==> src/rtl/mem_lock_arbiter_pkg.sv <==
// Shared types and helpers for the data-memory lock arbiter.
// Latency: n/a (types and pure functions only).
// Backpressure: n/a.
package mem_lock_arbiter_pkg;

  localparam int ADDR_W = 30;
  localparam int DATA_W = 32;

  // One access as presented on the data-memory port.
  typedef struct packed {
    logic [ADDR_W-1:0] addr;
    logic [DATA_W-1:0] wdata;
    logic              wen;
  } mem_port_req_t;

  typedef enum logic {
    ARB_IDLE   = 1'b0,
    ARB_LOCKED = 1'b1
  } arb_state_t;

  // Distance of an issue ID from the issue head, modulo 2^width.
  // Smaller means older; the subtraction makes ID wrap-around transparent.
  function automatic logic [31:0] age_of(input logic [31:0] id,
                                         input logic [31:0] head,
                                         input int unsigned width);
    logic [31:0] mask;
    mask = (width >= 32) ? 32'hFFFF_FFFF : ((32'd1 << width) - 32'd1);
    return (id - head) & mask;
  endfunction

endpackage

==> src/rtl/mem_lock_arbiter_oldest_id_select.sv <==
// Combinational argmin over requester ages, restricted to an eligibility mask.
// Latency: 0 cycles (purely combinational).
// Backpressure: none; the caller decides when to act on the pick.
// Ports: head (age origin), ids (per-requester issue ID), elig (mask),
//        found (any eligible), idx (oldest eligible, lowest index on ties).
module oldest_id_select
  import mem_lock_arbiter_pkg::*;
#(
  parameter int N        = 2,
  parameter int ID_WIDTH = 8,
  parameter int IDX_W    = 1
) (
  input  logic [ID_WIDTH-1:0]        head,
  input  logic [N-1:0][ID_WIDTH-1:0] ids,
  input  logic [N-1:0]               elig,
  output logic                       found,
  output logic [IDX_W-1:0]           idx
);

  logic [ID_WIDTH-1:0] best_age;
  logic [ID_WIDTH-1:0] age;

  // Strict less-than while scanning upward keeps the lowest index on ties.
  always_comb begin
    found    = 1'b0;
    idx      = '0;
    best_age = '0;
    age      = '0;
    for (int i = 0; i < N; i++) begin
      if (elig[i]) begin
        age = ID_WIDTH'(age_of(32'(ids[i]), 32'(head), ID_WIDTH));
        if (!found || (age < best_age)) begin
          found    = 1'b1;
          best_age = age;
          idx      = IDX_W'(i);
        end
      end
    end
  end

endmodule

==> src/rtl/mem_lock_arbiter.sv <==
// Locks the single data-memory port to the oldest requesting mem sub-SIC.
// Latency: request while idle -> grant next cycle; release hands over with no gap.
// Backpressure: mem_ready=0 holds the lock and suppresses grant; flush drops the lock.
// Ports: per-SIC req/issue_id/release/addr/wdata/wen in, one-hot sic_grant out;
//        mem_ready in, mem_addr/mem_wdata/mem_wen out; owner_valid/owner_idx status.
module mem_lock_arbiter
  import mem_lock_arbiter_pkg::*;
#(
  parameter int NUM_MEM_SICS = 2,
  parameter int ID_WIDTH     = 8,
  localparam int IDX_W       = (NUM_MEM_SICS > 1) ? $clog2(NUM_MEM_SICS) : 1
) (
  input  logic                                  clk,
  input  logic                                  rst_n,
  input  logic                                  flush,
  input  logic [ID_WIDTH-1:0]                   head_issue_id,
  input  logic [NUM_MEM_SICS-1:0]               sic_req,
  input  logic [NUM_MEM_SICS-1:0][ID_WIDTH-1:0] sic_issue_id,
  input  logic [NUM_MEM_SICS-1:0]               sic_release,
  input  logic [NUM_MEM_SICS-1:0][ADDR_W-1:0]   sic_addr,
  input  logic [NUM_MEM_SICS-1:0][DATA_W-1:0]   sic_wdata,
  input  logic [NUM_MEM_SICS-1:0]               sic_wen,
  output logic [NUM_MEM_SICS-1:0]               sic_grant,
  input  logic                                  mem_ready,
  output logic [ADDR_W-1:0]                     mem_addr,
  output logic [DATA_W-1:0]                     mem_wdata,
  output logic                                  mem_wen,
  output logic                                  owner_valid,
  output logic [IDX_W-1:0]                      owner_idx
);

  arb_state_t                state;
  logic [NUM_MEM_SICS-1:0]   owner_oh;
  logic [NUM_MEM_SICS-1:0]   elig;
  logic                      owner_req;
  logic                      owner_grant;
  logic                      sel_found;
  logic [IDX_W-1:0]          sel_idx;
  mem_port_req_t             port_req;

  assign owner_valid = (state == ARB_LOCKED);
  assign owner_oh    = NUM_MEM_SICS'(1) << owner_idx;
  assign owner_req   = sic_req[owner_idx];
  assign owner_grant = owner_valid && mem_ready && owner_req && !flush;
  assign sic_grant   = owner_grant ? owner_oh : '0;

  // While locked the selector only matters on release, and the releasing
  // owner is masked out so a re-request cannot win the hand-over edge.
  assign elig = owner_valid ? (sic_req & ~owner_oh) : sic_req;

  oldest_id_select #(
    .N        (NUM_MEM_SICS),
    .ID_WIDTH (ID_WIDTH),
    .IDX_W    (IDX_W)
  ) u_select (
    .head  (head_issue_id),
    .ids   (sic_issue_id),
    .elig  (elig),
    .found (sel_found),
    .idx   (sel_idx)
  );

  // Port mux: owner's address/data whenever locked, zero when idle.
  always_comb begin
    port_req = '0;
    if (owner_valid) begin
      port_req.addr  = sic_addr[owner_idx];
      port_req.wdata = sic_wdata[owner_idx];
      port_req.wen   = owner_grant && sic_wen[owner_idx];
    end
  end

  assign mem_addr  = port_req.addr;
  assign mem_wdata = port_req.wdata;
  assign mem_wen   = port_req.wen;

  always_ff @(posedge clk or negedge rst_n) begin
    if (!rst_n) begin
      state     <= ARB_IDLE;
      owner_idx <= '0;
    end else if (flush) begin
      state     <= ARB_IDLE;
      owner_idx <= '0;
    end else begin
      case (state)
        ARB_IDLE: begin
          if (sel_found) begin
            state     <= ARB_LOCKED;
            owner_idx <= sel_idx;
          end
        end
        ARB_LOCKED: begin
          if (owner_grant && sic_release[owner_idx]) begin
            if (sel_found) begin
              owner_idx <= sel_idx;
            end else begin
              state     <= ARB_IDLE;
              owner_idx <= '0;
            end
          end else if (!owner_req) begin
            // Owner withdrew before being granted: give the port up.
            state     <= ARB_IDLE;
            owner_idx <= '0;
          end
        end
        default: begin
          state     <= ARB_IDLE;
          owner_idx <= '0;
        end
      endcase
    end
  end

endmodule

==> config.mk <==
export PLATFORM = sky130hd
export DESIGN_NAME = mem_lock_arbiter
export DESIGN_NICKNAME = d
export VERILOG_FILES = /design/src/rtl/mem_lock_arbiter_pkg.sv /design/src/rtl/mem_lock_arbiter_oldest_id_select.sv /design/src/rtl/mem_lock_arbiter.sv
export SDC_FILE = /design/constraint.sdc
export NUM_CORES = 1
export LEC_CHECK = 0
export ABC_AREA = 1
export CELL_PAD_IN_SITES_DETAIL_PLACEMENT = 0
export CELL_PAD_IN_SITES_GLOBAL_PLACEMENT = 1
export CORE_MARGIN = 3
export CORE_UTILIZATION = 13
export CTS_CLUSTER_DIAMETER = 100
export DETAILED_ROUTE_END_ITERATION = 10
export PLACE_DENSITY = 0.75
export SYNTH_ARGS = -nofsm -noshare
export SYNTH_HDL_FRONTEND = slang
export SYNTH_SLANG_ARGS = --single-unit
==> constraint.sdc <==
create_clock -name clk -period 1.7 [get_ports clk]
set_input_delay 0.255 -clock clk [delete_from_list [all_inputs] [get_ports clk]]
set_output_delay 0.255 -clock clk [all_outputs]
set_load 0.005 [all_outputs]
==> impl_metrics.tcl <==
set metrics [dict create \
    synth.area.top_cells "nand2_1 (33%), nand3_1 (19%), ha_1 (14%)" \
    drt_iter0_drc 143 \
    ir_drop_mv 0.2931 \
    cp_slowest_cell "clkdlybuf4s50_1" \
    ys_seq_area_share_pct 2.697 \
    io_buffers 224 \
    crit_fanout 2 \
    period_share_pct 129.5 \
    comb_power_share_pct 84.5 \
    antennaDiodeCount 0 \
    postPlaceCellArea_sq_um 4574 \
    crit_chain "clkdlybuf4s50_1 -> ha_4 -> buf_4 -> nand3_1 -> nand3_2 -> a21oi_1 -> o21ai_1 -> ha_1 -> inv_2 -> nor3_2 -> nand2_1 -> nand2_1 -> nand2_1 -> nand2_1 -> nand2_1" \
    synth.largest_area_cell "nand2_1" \
    antenna_found_initial 0 \
    hold_viol 0 \
    rows 43 \
    htree_levels 1 \
    worstSkewPairLatency_ns 0.22 \
    crit_required_ns 1.81 \
    drv_cap 0 \
    ctsHoldBuffers 0 \
    slew_headroom_pct 82.27 \
    synth-seq-cells 2 \
    hpwl_um 8454 \
    crit_top_cell "nand2_1" \
    synthesis.area_sq_um 1856 \
    ios 225 \
    fill_cells 1354 \
    start_util_pct 13.32 \
    fin_skew_ns 0.002855 \
    root_buffer "clkbuf_16" \
    dr.pass1.iters 4 \
    drc 0 \
    layout.nets 856 \
    critPathKind "input pin to register" \
    clock_sinks 2 \
    syn_avg_cell_area_sq_um 5.070 \
    antenna_left 0 \
    max_stage_delay_ns 0.51 \
    netlist_instances 366 \
    p_clk_share_pct 13.3 \
    grt_pass1_vias 3633 \
    die_w_um 125.5 \
    p_leak_nw 3.090 \
    grt_usage_pct 15.58 \
    p_per_area_nw_per_um2 456.9 \
    clkTransAtPathRegs_ns 0.03 \
    chipHeight_um 125.5 \
    hold_class "input pin to async pin" \
    yosys.area.top_type_share_pct 33.38 \
    tritoncts "yes" \
    post_drt_wl_per_cell_um 15.67 \
    p_sw_share_pct 38.19 \
    period_minus_slack_ns 2.202 \
    ys_warn_count 0 \
    clk_path_buf_depth 2 \
    ys_types 24 \
    synth_nets 547 \
    core-area_sq_um 13930 \
    setup_viol 53 \
    violations "setup timing" \
    numCtsBuffers 3 \
    worst_slew_pin_slew_ns 0.2648 \
    area_growth_pct 226.4 \
    critPathArrivalTime_ns 2.31 \
    end_kind "register" \
    grt_pass1_wl_um 19690 \
    fmaxAchievable_mhz 454.1 \
    outcome "finished with violations" \
    p_seq_share_pct 2.3 \
    rsz0062_at_grt "true" \
    vias 3601 \
    finalMaxSlewViolations 0 \
    dieArea_sq_um 15740 \
    final_util_pct 43.46 \
    whs_ns 0.2036 \
    globalRouteOverflowTotal 0 \
    power_switching_mw 1.057 \
    startpoint_type "input pin" \
    drive_above_1_share_pct 48.52 \
    internal_power_mw 1.710 \
    fin_area_sq_um 6056 \
    avgViaCountPerCell 4.217 \
    grt_max_degree 29 \
    fin_tns_setup_ns -4.211 \
    worst_slack_ns -0.5022 \
    gp_congestion 0.8822 \
    routed_wl_um 13380 \
]
sequential cells by signal (all words and copies together), names as in the netlist:
register     count
owner_idx        1
owner_valid      1
area by class of cell:
cell class	count	area, sq um	share of cell area [%]
inverters	34	150.1	2.479
repair buffers	324	3289	54.32
multi-input cells	310	2261	37.33
well taps	180	225.2	3.719
clock buffers	4	78.83	1.302
flip-flops and latches	2	51.30	0.8471
per-layer routing:
layer | GRT usage (%) | vias up | part of all wire (%)
met5 | 0 | - | 0
met4 | 4.273 | 0 | 1.5
li1 | - | 1809 | -
met3 | 2.478 | 16 | 4.9
met2 | 30.40 | 136 | 55
met1 | 17.20 | 1640 | 39
cell usage in the layout (no fill, tap or decap), types with 7 or more instances in the layout:
| cell | instances |
|---|---|
| buf_2 | 36 |
| nand3_1 | 50 |
| nand2_2 | 57 |
| buf_12 | 15 |
| buf_4 | 43 |
| buf_6 | 41 |
| clkdlybuf4s50_1 | 139 |
| buf_16 | 8 |
| inv_2 | 14 |
| ha_4 | 12 |
| buf_8 | 8 |
| a21oi_2 | 7 |
| nand2_1 | 83 |
| a21oi_1 | 8 |
| nand3_2 | 21 |
| nand2_4 | 27 |
| ha_1 | 8 |
| clkbuf_2 | 17 |
| inv_1 | 15 |
synthesized netlist by cell type:
library cell	number
o21ai_0	7
clkbuf_1	5
ha_1	21
o22ai_2	1
a21oi_1	16
fa_1	2
dfrtp_1	2
nor2_1	7
nand4_1	3
a22o_1	1
buf_2	13
nand2_2	2
a211oi_1	1
nor3_1	3
nand2_1	165
inv_2	1
xnor2_1	5
buf_1	1
inv_1	33
buf_6	1
xor2_1	3
a21o_1	1
o211ai_1	1
nand3_1	71
stage by stage:
step | instances | total power, mW | setup WS, ns
after global routing | 854 | 2.962 | -0.7253
after CTS | 852 | 2.574 | -0.5703
final | 854 | 2.767 | -0.5022
after global placement | 790 | 1.654 | -1.081
after floorplan | 366 | 0.6912 | -0.4581
after detailed placement | 790 | 1.666 | -1.109
power by group through the flow:
stage	Sequential, mW	Combinational, mW	Clock, mW
final	0.0623	2.34	0.367
after global routing	0.0630	2.52	0.378
after CTS	0.0623	2.14	0.371
after detailed placement	0.0627	1.60	0
after global placement	0.0627	1.59	0
after floorplan	0.0627	0.629	0
worst max-delay path: cells and delay by family:
family | cells | cell delay, ns
compound gates | 2 | 0.20
fa+ha+maj | 2 | 0.54
buf+inv | 3 | 0.71
simple gates | 8 | 0.60
timing repair:
| item | in CTS | in global routing |
|---|---|---|
| gates resized for setup | 357 | 205 |
| buffers inserted | 51 | 14 |
| pin swaps | 57 | 59 |
| cloned | 12 | 2 |
| endpoints found under the setup margin | 67 | 67 |
cells by family (layout without fill, tap and decap cells):
group                    after synthesis  after routing  synth area share [%]
AO/OA/AOI/OAI                         28             28                 8.564
adder cells (fa/ha/maj)               23             23                 16.32
buffers and inverters                 54            362                 12.20
AND/OR/NAND/NOR                      251            251                 56.44
XOR/XNOR                               8              8                 3.776
flip-flops                             2              2                 2.697
worst paths after layout:
check	startpoint	end	slack (ns)	cells after the start
setup / recovery	sic_issue_id[5]	owner_idx	-0.50	15
hold / removal	rst_n	owner_valid	0.20	1
setup reg to reg	owner_idx	owner_idx	-0.36	15
hold reg to reg	owner_idx	owner_idx	0.75	3
max in group asynchronous	rst_n	owner_valid	1.36	1
min in group clk	flush	owner_valid	0.62	2
Note: power is estimated with default switching activity, not from simulation.
